`config.mk`:
```
export PLATFORM = sky130hd
export DESIGN_NAME = reg_readout_ctrl_flat
export DESIGN_NICKNAME = d
export VERILOG_FILES = /design/src/rtl/reg_readout_ctrl_if.sv /design/src/rtl/reg_readout_ctrl.sv /design/src/flat_wrapper.sv
export SDC_FILE = /design/constraint.sdc
export NUM_CORES = 1
export LEC_CHECK = 0
export ABC_AREA = 1
export CAP_MARGIN = 5
export CORE_AREA = 8 8 96 98
export DETAILED_ROUTE_END_ITERATION = 8
export DIE_AREA = 0 0 104 106
export PLACE_DENSITY_LB_ADDON = 0.15
export RECOVER_POWER = 25
export SYNTH_ARGS = -nofsm -noshare
export SYNTH_HDL_FRONTEND = slang
export SYNTH_SLANG_ARGS = --single-unit
```
`constraint.sdc`:
```
create_clock -name bclk -period 4.3 [get_ports bclk]
set_input_delay 1.29 -clock bclk [delete_from_list [all_inputs] [get_ports bclk]]
set_output_delay 1.29 -clock bclk [all_outputs]
set_load 0.01 [all_outputs]
```
`src/rtl/reg_readout_ctrl_if.sv`:
```
// Request/response and register-bank signals of the read-only register readout controller.
// With REG_READOUT_PARITY_EN defined, the bundle also carries the dataPar response bit.
interface reg_readout_ctrl_if #(
  parameter int WORD_W = 32,
  parameter int ADDR_W = 3
);
  logic              reqValid;
  logic [ADDR_W-1:0] reqAddr;
  logic              reqReady;
  logic [ADDR_W-1:0] regSel;
  logic              latchOut;
  logic              shiftEn;
  logic              shiftIn;
  logic [WORD_W-1:0] dataOut;
  logic              dataErr;
  logic              dataValid;
  logic              dataReady;
`ifdef REG_READOUT_PARITY_EN
  logic              dataPar;
`endif

  // master is the controller; slave is the decoder/register-bank side
  modport master (
    input  reqValid, reqAddr, shiftIn, dataReady,
`ifdef REG_READOUT_PARITY_EN
    output dataPar,
`endif
    output reqReady, regSel, latchOut, shiftEn, dataOut, dataErr, dataValid
  );

  modport slave (
    output reqValid, reqAddr, shiftIn, dataReady,
`ifdef REG_READOUT_PARITY_EN
    input  dataPar,
`endif
    input  reqReady, regSel, latchOut, shiftEn, dataOut, dataErr, dataValid
  );
endinterface

```
`src/rtl/reg_readout_ctrl.sv`:
```
// Reads a parallel-load shift register: latch strobe, WORD_W-cycle MSB-first shift, word response.
// Optional macro REG_READOUT_PARITY_EN adds a registered dataPar (XOR of dataOut).
module reg_readout_ctrl #(
  parameter int WORD_W   = 32,
  parameter int NUM_REGS = 8,
  parameter int ADDR_W   = 3
) (
  input  logic                bclk,
  input  logic                rst,
  input  logic                clkEn,
  reg_readout_ctrl_if.master  bus
);

  localparam int CNT_W = (WORD_W > 1) ? $clog2(WORD_W) : 1;
  localparam logic [CNT_W-1:0]  LAST_BIT = CNT_W'(WORD_W - 1);
  localparam logic [ADDR_W:0]   NUM_REGS_L = (ADDR_W + 1)'(NUM_REGS);

  typedef enum logic [1:0] {IDLE, LATCH, SHIFT, RESP} state_e;

  state_e              state_q;
  logic                reqReady_q;
  logic                latchOut_q;
  logic                shiftEn_q;
  logic                dataValid_q;
  logic                dataErr_q;
  logic [ADDR_W-1:0]   regSel_q;
  logic [WORD_W-1:0]   dataOut_q;
  logic [WORD_W-1:0]   capture_q;
  logic [WORD_W-1:0]   capture_d;
  logic [CNT_W-1:0]    cnt_q;
  logic                in_range;
  logic                accept_err;
  logic                last_bit;

  function automatic logic word_parity(input logic [WORD_W-1:0] w);
    return ^w;
  endfunction

  always_comb begin
    capture_d  = {capture_q[WORD_W-2:0], bus.shiftIn};
    in_range   = ({1'b0, bus.reqAddr} < NUM_REGS_L);
    accept_err = (state_q == IDLE) && reqReady_q && bus.reqValid && !in_range;
    last_bit   = (state_q == SHIFT) && (cnt_q == LAST_BIT);
  end

  // Control FSM; every output is a register so the bank sees clean strobes
  always_ff @(posedge bclk) begin
    if (rst) begin
      state_q     <= IDLE;
      reqReady_q  <= 1'b0;
      latchOut_q  <= 1'b0;
      shiftEn_q   <= 1'b0;
      dataValid_q <= 1'b0;
      dataErr_q   <= 1'b0;
      dataOut_q   <= '0;
      regSel_q    <= '0;
      cnt_q       <= '0;
    end else if (clkEn) begin
      unique case (state_q)
        IDLE: begin
          if (!reqReady_q) begin
            reqReady_q <= 1'b1;
          end else if (bus.reqValid) begin
            reqReady_q <= 1'b0;
            if (in_range) begin
              regSel_q   <= bus.reqAddr;
              latchOut_q <= 1'b1;
              state_q    <= LATCH;
            end else begin
              dataOut_q   <= '0;
              dataErr_q   <= 1'b1;
              dataValid_q <= 1'b1;
              state_q     <= RESP;
            end
          end
        end
        LATCH: begin
          latchOut_q <= 1'b0;
          shiftEn_q  <= 1'b1;
          cnt_q      <= '0;
          state_q    <= SHIFT;
        end
        SHIFT: begin
          cnt_q <= cnt_q + 1'b1;
          if (last_bit) begin
            shiftEn_q   <= 1'b0;
            dataOut_q   <= capture_d;
            dataErr_q   <= 1'b0;
            dataValid_q <= 1'b1;
            state_q     <= RESP;
          end
        end
        RESP: begin
          if (bus.dataReady) begin
            dataValid_q <= 1'b0;
            reqReady_q  <= 1'b1;
            state_q     <= IDLE;
          end
        end
        default: state_q <= IDLE;
      endcase
    end
  end

  // Deserialiser holds no reset: a partial word is always overwritten before use
  always_ff @(posedge bclk) begin
    if (clkEn && (state_q == SHIFT)) begin
      capture_q <= capture_d;
    end
  end

`ifdef REG_READOUT_PARITY_EN
  logic dataPar_q;

  always_ff @(posedge bclk) begin
    if (rst) begin
      dataPar_q <= 1'b0;
    end else if (clkEn) begin
      if (last_bit) begin
        dataPar_q <= word_parity(capture_d);
      end else if (accept_err) begin
        dataPar_q <= 1'b0;
      end
    end
  end

  assign bus.dataPar = dataPar_q;
`else
  logic unused_par;
  assign unused_par = word_parity(capture_d) ^ accept_err;
`endif

  assign bus.reqReady  = reqReady_q;
  assign bus.regSel    = regSel_q;
  assign bus.latchOut  = latchOut_q;
  assign bus.shiftEn   = shiftEn_q;
  assign bus.dataOut   = dataOut_q;
  assign bus.dataErr   = dataErr_q;
  assign bus.dataValid = dataValid_q;

endmodule

```
`src/flat_wrapper.sv`:
```
// flat-port wrapper written by rule: the top's interface ports become plain ports
module reg_readout_ctrl_flat 
#(
  parameter int WORD_W   = 32,
  parameter int NUM_REGS = 8,
  parameter int ADDR_W   = 3
)
  (bclk, rst, clkEn, bus_reqValid, bus_reqAddr, bus_shiftIn, bus_dataReady, bus_reqReady, bus_regSel, bus_latchOut, bus_shiftEn, bus_dataOut, bus_dataErr, bus_dataValid);
  reg_readout_ctrl_if #(.WORD_W(WORD_W), .ADDR_W(ADDR_W)) bus_i ();
  input  logic bclk;
  input  logic rst;
  input  logic clkEn;
  input wire logic [$bits(bus_i.reqValid)-1:0] bus_reqValid;
  input wire logic [$bits(bus_i.reqAddr)-1:0] bus_reqAddr;
  input wire logic [$bits(bus_i.shiftIn)-1:0] bus_shiftIn;
  input wire logic [$bits(bus_i.dataReady)-1:0] bus_dataReady;
  output wire logic [$bits(bus_i.reqReady)-1:0] bus_reqReady;
  output wire logic [$bits(bus_i.regSel)-1:0] bus_regSel;
  output wire logic [$bits(bus_i.latchOut)-1:0] bus_latchOut;
  output wire logic [$bits(bus_i.shiftEn)-1:0] bus_shiftEn;
  output wire logic [$bits(bus_i.dataOut)-1:0] bus_dataOut;
  output wire logic [$bits(bus_i.dataErr)-1:0] bus_dataErr;
  output wire logic [$bits(bus_i.dataValid)-1:0] bus_dataValid;
  assign bus_i.reqValid = bus_reqValid;
  assign bus_i.reqAddr = bus_reqAddr;
  assign bus_i.shiftIn = bus_shiftIn;
  assign bus_i.dataReady = bus_dataReady;
  assign bus_reqReady = bus_i.reqReady;
  assign bus_regSel = bus_i.regSel;
  assign bus_latchOut = bus_i.latchOut;
  assign bus_shiftEn = bus_i.shiftEn;
  assign bus_dataOut = bus_i.dataOut;
  assign bus_dataErr = bus_i.dataErr;
  assign bus_dataValid = bus_i.dataValid;
  reg_readout_ctrl #(.WORD_W(WORD_W), .NUM_REGS(NUM_REGS), .ADDR_W(ADDR_W)) u_core (.bclk(bclk), .rst(rst), .clkEn(clkEn), .bus(bus_i));
endmodule
```
==> results.md <==
- Status: finished clean
- CP Class: in2reg
- Top-count cell post-synth: nor2_1
- Via count: around 1900
- Worst EP arrival: approximately 3.1 ns
- PortBufs: 47
- Post-synth top flop: dfxtp_1
- Synth async-reset ratio: 0%
- Post-Syn Area per Cell: 10.4 µm²
- # clock sinks: slightly below 80
- Inst Count DP: between 400 and 500
- Layout Cells excl Fill: between 400 and 500
- Final nets: roughly 340
- Cell Area, Synth: around 0.0028 mm²
- Worst setup EP type: register
- GRT overflow: 0
- Peak supply drop: 0.000188 V
- Rel. slew slack: ~56%
- Final period utilization: about two thirds
- P_leak: between 1 and 1.5 nW
- Yosys warnings: 0
- Chip width: approximately 100 µm
- Die ar.: 0.0110 mm²
- Mapped Nets: around 290
- Htree depth: 3
- CP startpoint kind: input port
- Placer congestion estimate: approximately 0.8
- Area contributors post-synth: edfxtp_1, dfxtp_1, nor2_1
- Remaining DRCs: 0
- Boundary pin count: 49
- Number of synthesized flops with an enable pin: 31
- Final count of pins violating max slew: 0
- Post-synth top cells: nor2_1, dfxtp_1, edfxtp_1, o21ai_0, nand2_1
- Peak Freq: ~0.35 GHz
- Per-cell routed wire length: 13.2 µm
- Setup violators final: 0
- Seq/Total Area, Yosys: about two thirds
- Register bit total from synthesis: a little under 80
- Clock root buffer: clkbuf_8
- Worst min path class: reg2reg
- Share of post-route cells with drive strength above 1: between 10 and 15%
- Max cap viols: 0
- CP Max Fanout: 34
- Die Y: around 110 µm
- Final WL: between 5000 and 6000 µm
- Drt via density: 4.45
- Yosys top cell by area: edfxtp_1
- Area Overhead vs Synth: 24.7%
- Pin count of the biggest net entering global routing: 35
- Number of buffers created by CTS: 9
- Vias in the first global route: 1910
- Post-Synthesis Cells: between 200 and 300
- Worst skew pair latency: between 0.3 and 0.4 ns
- Final Total Pwr: approximately 0.0014 W
- N_diodes: 0
- Top cell type's share of synthesized area: between 30% and 40%
- First-pass GRT wire length: roughly 9600 µm
- TritonRoute pass-1 iters: 4
- Period minus WS final: between 2 and 3 ns
- Endpoints failing hold: 0
- FF-to-FF setup slack: approximately 2.2 ns
- Row Count: 33
- Post-CTS sizing: 0
- RSZ-0062 raised after global routing: no
- CTS max path bufs: 2
- ANT nets after route: 0
- Core ar.: roughly 0.0078 mm²
- Worst-Margin Slew: approximately 0.66 ns
- CTS tree: built
- Initial drt markers: between 80 and 90
- # hold bufs at CTS: 0
- CP required: about 4.5 ns
- Pwr Density: between 300 and 400 mW/mm²
- Post-CTS Setup Inserts: 0
- Library cells used by synthesis: 22
- Reg clk slew, reported paths: 0.08 ns
- Setup TNS: 0 ns
- Gr usage total: a little over a tenth
- Starting density of the core: 35.9%
- Hpwl dp: around 3700 µm
- Initial antenna violation count: 0
- Max Clock Skew: 0.00920 ns
-- critical path, stage by stage --
cell           delay [ns]
dlygate4sd3_1        0.69
nand2_2              0.15
nor2_8               0.42
inv_4                0.28
nor2_1               0.16
nor2_1               0.06
-- registers in the layout (all words and copies together) (netlist names) --
name / count
u_core.bus.dataOut: 32
u_core.capture_q: 31
u_core.cnt_q: 5
u_core.bus.regSel: 3
u_core.state_q: 2
u_core.bus.dataValid: 1
u_core.bus.latchOut: 1
u_core.bus.reqReady: 1
u_core.bus.shiftEn: 1
-- path summary, 6_finish.rpt --
path                                                startpoint                             endpoint  cells after the start
worst max register to register    u_core.cnt_q[1]$_SDFFE_PP0P_  u_core.bus.dataOut[29]$_SDFFE_PP0P_                      9
worst max-delay path                                     clkEn  u_core.bus.dataOut[29]$_SDFFE_PP0P_                      6
worst min-delay path            u_core.capture_q[22]$_DFFE_PP_       u_core.capture_q[23]$_DFFE_PP_                      0
worst min register to register  u_core.capture_q[22]$_DFFE_PP_       u_core.capture_q[23]$_DFFE_PP_                      0
-- routing by layer --
layer / global-route usage [%] / part of all wire (%) / vias to the layer above / routed length [µm]
met5: 0 / 0 / - / 0
met4: 4.65 / 0.55 / 0 / 31
met3: 4.54 / 6.6 / 2 / 376
met2: 15.4 / 44 / 37 / 2470
met1: 13.7 / 49 / 892 / 2800
li1: - / - / 987 / -
-- cell type report --
class                      instances  area, µm²
fill                             755       4330
sequential                        77       1850
multi-input combinational        167        811
timing repair buffer              49        485
clock buffer                      11        131
tap                              105        131
inverter                          17       66.3
clock inverter                     5       37.5
-- power by group --
part           internal [W]  switching (W)  leakage, nW
clock              0.000211       0.000255       0.0795
sequential         0.000793      0.0000184        0.652
combinational     0.0000418      0.0000709        0.634
total               0.00105       0.000344         1.37
-- cell families after synthesis --
kind of cell / after synthesis / share of synthesized area [%]
adders and majority gates: 6 / 2.66
buffers and inverters: 28 / 5.55
DFF: 77 / 65.7
and+or+nand+nor: 112 / 17.4
AOI/OAI and AO/OA: 48 / 8.61
other: 1 / 0.133
-- through the flow --
stage	hold slack [ns]	worst slack, ns	utilization, %	cell area, µm²
6_report	0.457	1.46	44.8	3510
5_1_grt	0.470	1.32	44.8	3510
4_1_cts	0.458	1.56	44.8	3510
3_5_place_dp	0.435	1.19	42.6	3350
3_3_place_gp	0.434	1.20	42.6	3350
2_1_floorplan	0.427	1.89	-	2820
-- cells in the final DEF, fill, tap and decap left out --
cell type | synthesis | routed
a21oi_1 | 8 | 8
clkinv_4 | 0 | 2
o21bai_1 | 1 | 1
nand2_1 | 17 | 17
dfxtp_1 | 46 | 46
nor2_2 | 14 | 14
o21ai_0 | 23 | 23
clkbuf_8 | 0 | 9
ha_1 | 6 | 6
inv_1 | 16 | 16
clkdlybuf4s50_1 | 0 | 45
clkbuf_1 | 4 | 2
buf_4 | 1 | 2
edfxtp_1 | 31 | 31
nor3_1 | 1 | 1
conb_1 | 1 | 1
nand3_1 | 5 | 5
clkinv_2 | 0 | 1
inv_4 | 1 | 1
nand2_2 | 1 | 1
o21ai_1 | 16 | 16
nor2_8 | 1 | 1
nor2_1 | 70 | 70
nand4_1 | 2 | 2
clkinvlp_4 | 0 | 2
dlygate4sd3_1 | 0 | 2
and3_1 | 1 | 1
Power figures use the tool's default switching activity.
